==> config.mk <==
export PLATFORM = sky130hd
export DESIGN_NAME = proc_run_ctrl
export DESIGN_NICKNAME = d
export VERILOG_FILES = /design/src/rtl/proc_run_ctrl.sv
export SDC_FILE = /design/constraint.sdc
export NUM_CORES = 1
export LEC_CHECK = 0
export CAP_MARGIN = 20
export CORE_AREA = 4 4 98 100
export CTS_CLUSTER_SIZE = 8
export DETAILED_ROUTE_END_ITERATION = 8
export DIE_AREA = 0 0 102 104
export PLACE_DENSITY = 0.83
export SYNTH_ARGS = -nofsm -noshare
export SYNTH_HDL_FRONTEND = slang
export SYNTH_SLANG_ARGS = --single-unit
export TNS_END_PERCENT = 1
==> constraint.sdc <==
create_clock -name clk -period 2.55 [get_ports clk]
set_clock_uncertainty 0.15 [all_clocks]
set_input_delay 0.255 -clock clk [delete_from_list [all_inputs] [get_ports clk]]
set_output_delay 0.255 -clock clk [all_outputs]
set_load 0.02 [all_outputs]
==> src/rtl/proc_run_ctrl.sv <==
// proc_run_ctrl: run/step controller for the TinyRV1 processor.
// Gates proc_en from go/step/stop/clear commands, counts enabled cycles and
// retired instructions, and forces TIMEOUT when the cycle budget runs out.
module proc_run_ctrl #(
    parameter int MAX_CYCLES = 500,
    parameter int CW         = 32
) (
    input  logic          clk,
    input  logic          rst,
    input  logic          go,
    input  logic          step,
    input  logic          stop,
    input  logic          clear,
    input  logic          done,
    input  logic          trace_val,
    output logic          proc_en,
    output logic [2:0]    state,
    output logic          finished,
    output logic          timeout,
    output logic [CW-1:0] cycle_count,
    output logic [CW-1:0] inst_count
);

    typedef enum logic [2:0] {
        S_IDLE    = 3'd0,
        S_RUN     = 3'd1,
        S_STEP    = 3'd2,
        S_DONE    = 3'd3,
        S_TIMEOUT = 3'd4
    } state_t;

    localparam logic [CW-1:0] MAX_C = CW'(MAX_CYCLES);
    localparam logic [CW-1:0] ONE   = CW'(1);

    state_t state_q;
    state_t state_d;
    logic   cyc_inc;
    logic   inst_inc;
    logic   at_limit;

    // Moore outputs decoded from the registered state only.
    assign state    = state_q;
    assign proc_en  = (state_q == S_RUN) || (state_q == S_STEP);
    assign finished = (state_q == S_DONE) || (state_q == S_TIMEOUT);
    assign timeout  = (state_q == S_TIMEOUT);

    // Counter enables; the all-ones guard keeps the counters from wrapping.
    assign cyc_inc  = proc_en && !done && (cycle_count != '1);
    assign inst_inc = proc_en && trace_val && (inst_count != '1);
    // This edge's increment lands exactly on the budget.
    assign at_limit = cyc_inc && ((cycle_count + ONE) == MAX_C);

    // State register.
    // NOTE: sequential state uses non-blocking (<=) so every flop samples the
    // pre-edge values; blocking here would create order-dependent races.
    always_ff @(posedge clk or posedge rst) begin
        if (rst) state_q <= S_IDLE;
        else     state_q <= state_d;
    end

    // Next-state logic: clear first, then per-state priorities.
    // NOTE: state_d gets a default before the case so no path leaves it
    // unassigned, which would otherwise infer a latch.
    always_comb begin
        state_d = state_q;
        if (clear) begin
            state_d = S_IDLE;
        end else begin
            case (state_q)
                S_IDLE: begin
                    if (go)        state_d = S_RUN;
                    else if (step) state_d = S_STEP;
                end
                S_RUN: begin
                    if (done)          state_d = S_DONE;
                    else if (at_limit) state_d = S_TIMEOUT;
                    else if (stop)     state_d = S_IDLE;
                end
                S_STEP: begin
                    if (done)                   state_d = S_DONE;
                    else if (at_limit)          state_d = S_TIMEOUT;
                    else if (trace_val || stop) state_d = S_IDLE;
                end
                S_DONE:    state_d = S_DONE;
                S_TIMEOUT: state_d = S_TIMEOUT;
                default:   state_d = S_IDLE;
            endcase
        end
    end

    // Cycle and instruction counters; they only move while proc_en is high.
    always_ff @(posedge clk or posedge rst) begin
        if (rst) begin
            cycle_count <= '0;
            inst_count  <= '0;
        end else if (clear) begin
            cycle_count <= '0;
            inst_count  <= '0;
        end else begin
            if (cyc_inc)  cycle_count <= cycle_count + ONE;
            if (inst_inc) inst_count  <= inst_count + ONE;
        end
    end

endmodule

==> results.tsv <==
stage	metric	value	unit
grt	grt_use_total	0.205	
timing	final.setup.tns	0	ps
pwr	p_leak	2.24	nW
run	maxCapViolations	0	
run_status	status	finished, final reports clean	
routing	topRoutingLayerUsed	met4	
timing	whs	150	ps
routing	met3WireLength	752	µm
clock_tree	cts_root_buf	clkbuf_8	
timing	fmax	0.403	GHz
logic_synthesis	synth-seq-area-share	0.420	
layout	antennaDiodeCount	0	
timing	tightestPinTransition	594	ps
routing	drc	0	
grt	grt_pass1_wl	17.8	mm
logic_synthesis	synth-main-ff-cell	dfrtp_1	
timing	slew_headroom	0.601	
layout	fillers	724	
critical_path	worstSetupStartpoint	inst_count[6]	
timing	layout_min_cycle_time	2480	ps
clock_tree	clk_pin_slew	80	ps
routing	wl_met1	4.73	mm
routing	drt_iter0_markers	191	
critical_path	path_max_fanout	9	
clock_tree	cts-buffers-inserted	9	
logic_synthesis	synth-edff-count	0	
floorplan	die_w	102	µm
floorplan	io_pins	78	
logic_synthesis	yosysWarnings	0	
routing	via_per_inst	5.65	
grt	grt_max_degree	68	
placed_design	place.gp.congestion	0.903	
floorplan	core_area	8680	µm²
floorplan	start_util	0.460	
timing	hold_viol	0	
layout	stdcell_count	670	
placed_design	dp_hpwl	7.94	mm
floorplan	rows	34	
placed_design	io_buffer_count	77	
pwr	peakVddDrop	0.295	mV
logic_synthesis	ys_types	50	
clock_tree	clk_latency	350	ps
logic_synthesis	synth_fp_nets	454	
logic_synthesis	syn-mean-instance-area	9.00	µm²
pwr	fin_total_pwr	2.43	mW
timing	slew_viol_final	0	
critical_path	cp.arrival	2540	ps
placed_design	placedCellCount	654	
routing	wl_met2	5.24	mm
critical_path	crit_path_start_kind	flop	
layout	fin_nets	567	
critical_path	path_class	reg2reg	
logic_synthesis	synth_seq_cells	67	
clock_tree	cts.sinks	67	
grt	antenna_found_initial	0	
grt	gr-total-overflow	0	
floorplan	die_y	104	µm
critical_path	cp-end-kind	flop	
critical_path	r2r-start	inst_count[6]	
logic_synthesis	syn_area	3990	µm²
clock_tree	holdBufCountCts	0	
pwr	powerDensity	447	nW/µm²
routing	drt_wl_total	10.9	mm
routing	first_pass_iters	4	
timing	finalSetupViolCount	0	
critical_path	required	2610	ps
clock_tree	cts_tree	built	
layout	area_delta_synth_final	36.0	%
grt	grt_pass1_vias	3708	
routing	drtAntennaViolNets	0	
clock_tree	cts_buffer_depth	2	
clock_tree	cts-htree-levels	3	
worst_hold_path	min_path_type	in2async	
routing	wl_per_cell	16.2	µm
timing	rsz0062_at_grt	true	
floorplan	dieArea	10600	µm²
logic_synthesis	syn_inst	444	
timing	fin_crit_sh	0.974	
routing	vias	3783	
logic_synthesis	synthArstFlopShare	1.00	
layout	layout-drive-gt1-share	0.148	
worst max-delay path, stage by stage (launching register included):
cell and delay (ps):
dfrtp_1 400, and3_1 230, nand4_1 140, or4_1 640, o2111a_1 410, nand4_1 160
xor2_1 170, nor2_1 50
per-stage QoR:
| step | area (µm²) | worst slack [ps] | utilization |
|---|---|---|---|
| after global routing | 5430 | -58.8 | 0.626 |
| after detailed placement | 5180 | 93.0 | 0.597 |
| after global placement | 5180 | 121 | 0.597 |
| after CTS | 5420 | 63.4 | 0.625 |
| final | 5430 | 67.0 | 0.626 |
| after floorplan | 4020 | 2.00 | - |
path summary, 6_finish.rpt:
kind,end,slack [ps],cells after the start
worst max-delay path,inst_count[29],70,7
worst min-delay path,inst_count[15],150,3
worst max register to register,inst_count[29],70,7
worst min register to register,inst_count[12],420,2
max in group asynchronous,cycle_count[1],1810,3
min in group clk,inst_count[12],240,2
state kept, by name, indices dropped and copies added (netlist names):
name,flops
state,3
inst_count,32
cycle_count,32
timing repair:
item                       4_1_cts  5_1_grt
gates resized for setup          0        2
setup buffers                    0        0
setup endpoints to repair        0       15
where the power goes:
part	total, mW	switching, mW	internal (mW)
combinational	0.255	0.154	0.102
clock	1.08	0.430	0.654
sequential	1.09	0.0159	1.07
metal layers:
layer | global-route usage | vias up
met1 | 0.275 | 1833
met2 | 0.332 | 140
met4 | 0.0553 | 0
met5 | 0 | -
met3 | 0.0443 | 16
li1 | - | 1794
placed cells by master, fill, tap and decap left out, drive strengths merged, types with 3 or more instances in the layout:
master	n
xnor2	28
nand4	26
o21ai	14
a21oi	12
and3	16
and2	7
a31oi	4
inv	8
nor4	12
nor2	70
nand3	26
bufinv	3
clkbuf	10
clkdlybuf4s50	76
and4	5
dfrtp	67
or3	11
nor3	13
nand2	34
buf	48
a211oi	3
xor2	37
area by class of cell:
class / count / area (µm²) / area share
Multi-Input combinational cell: 348 / 2220 / 0.409
Sequential cell: 67 / 1680 / 0.309
Timing Repair Buffer: 124 / 1130 / 0.208
Tap cell: 108 / 135 / 0.0249
Clock buffer: 10 / 128 / 0.0235
Clock inverter: 6 / 113 / 0.0207
Inverter: 7 / 26.3 / 0.00484
synthesized netlist by cell type, types with 2 or more instances:
master     instances  area (µm²)
a211oi_1           3        22.5
a21oi_1           12        60.1
a22oi_1            2        15.0
a31oi_1            4        25.0
and2_1             7        43.8
and3_1            16         100
and4_1             5        43.8
buf_2              8        40.0
clkbuf_1          12        45.0
dfrtp_1           67        1680
ha_1               2        25.0
inv_1              7        26.3
mux2i_1            2        20.0
nand2_1           34         128
nand3_1           25         125
nand4_1           24         150
nand4_4            2        42.5
nor2_1            70         263
nor3_1            13        65.1
nor4_1             9        56.3
nor4_4             2        42.5
o2111ai_2          2        30.0
o21a_1             2        15.0
o21ai_0           13        65.1
o22ai_1            2        12.5
or2_2              2        12.5
or3_1             11        68.8
xnor2_1           28         245
xor2_1            37         324
cell families after synthesis:
logic type	after synthesis	share of synthesized area
buffers and inverters	29	0.0320
DFF	67	0.420
and+or+nand+nor	230	0.310
AOI/OAI and AO/OA	49	0.0849
xor gates and xnor gates	65	0.143
muxes	2	0.00501
adders and majority gates	2	0.00626
No activity file was read; power rests on OpenSTA's default activity.
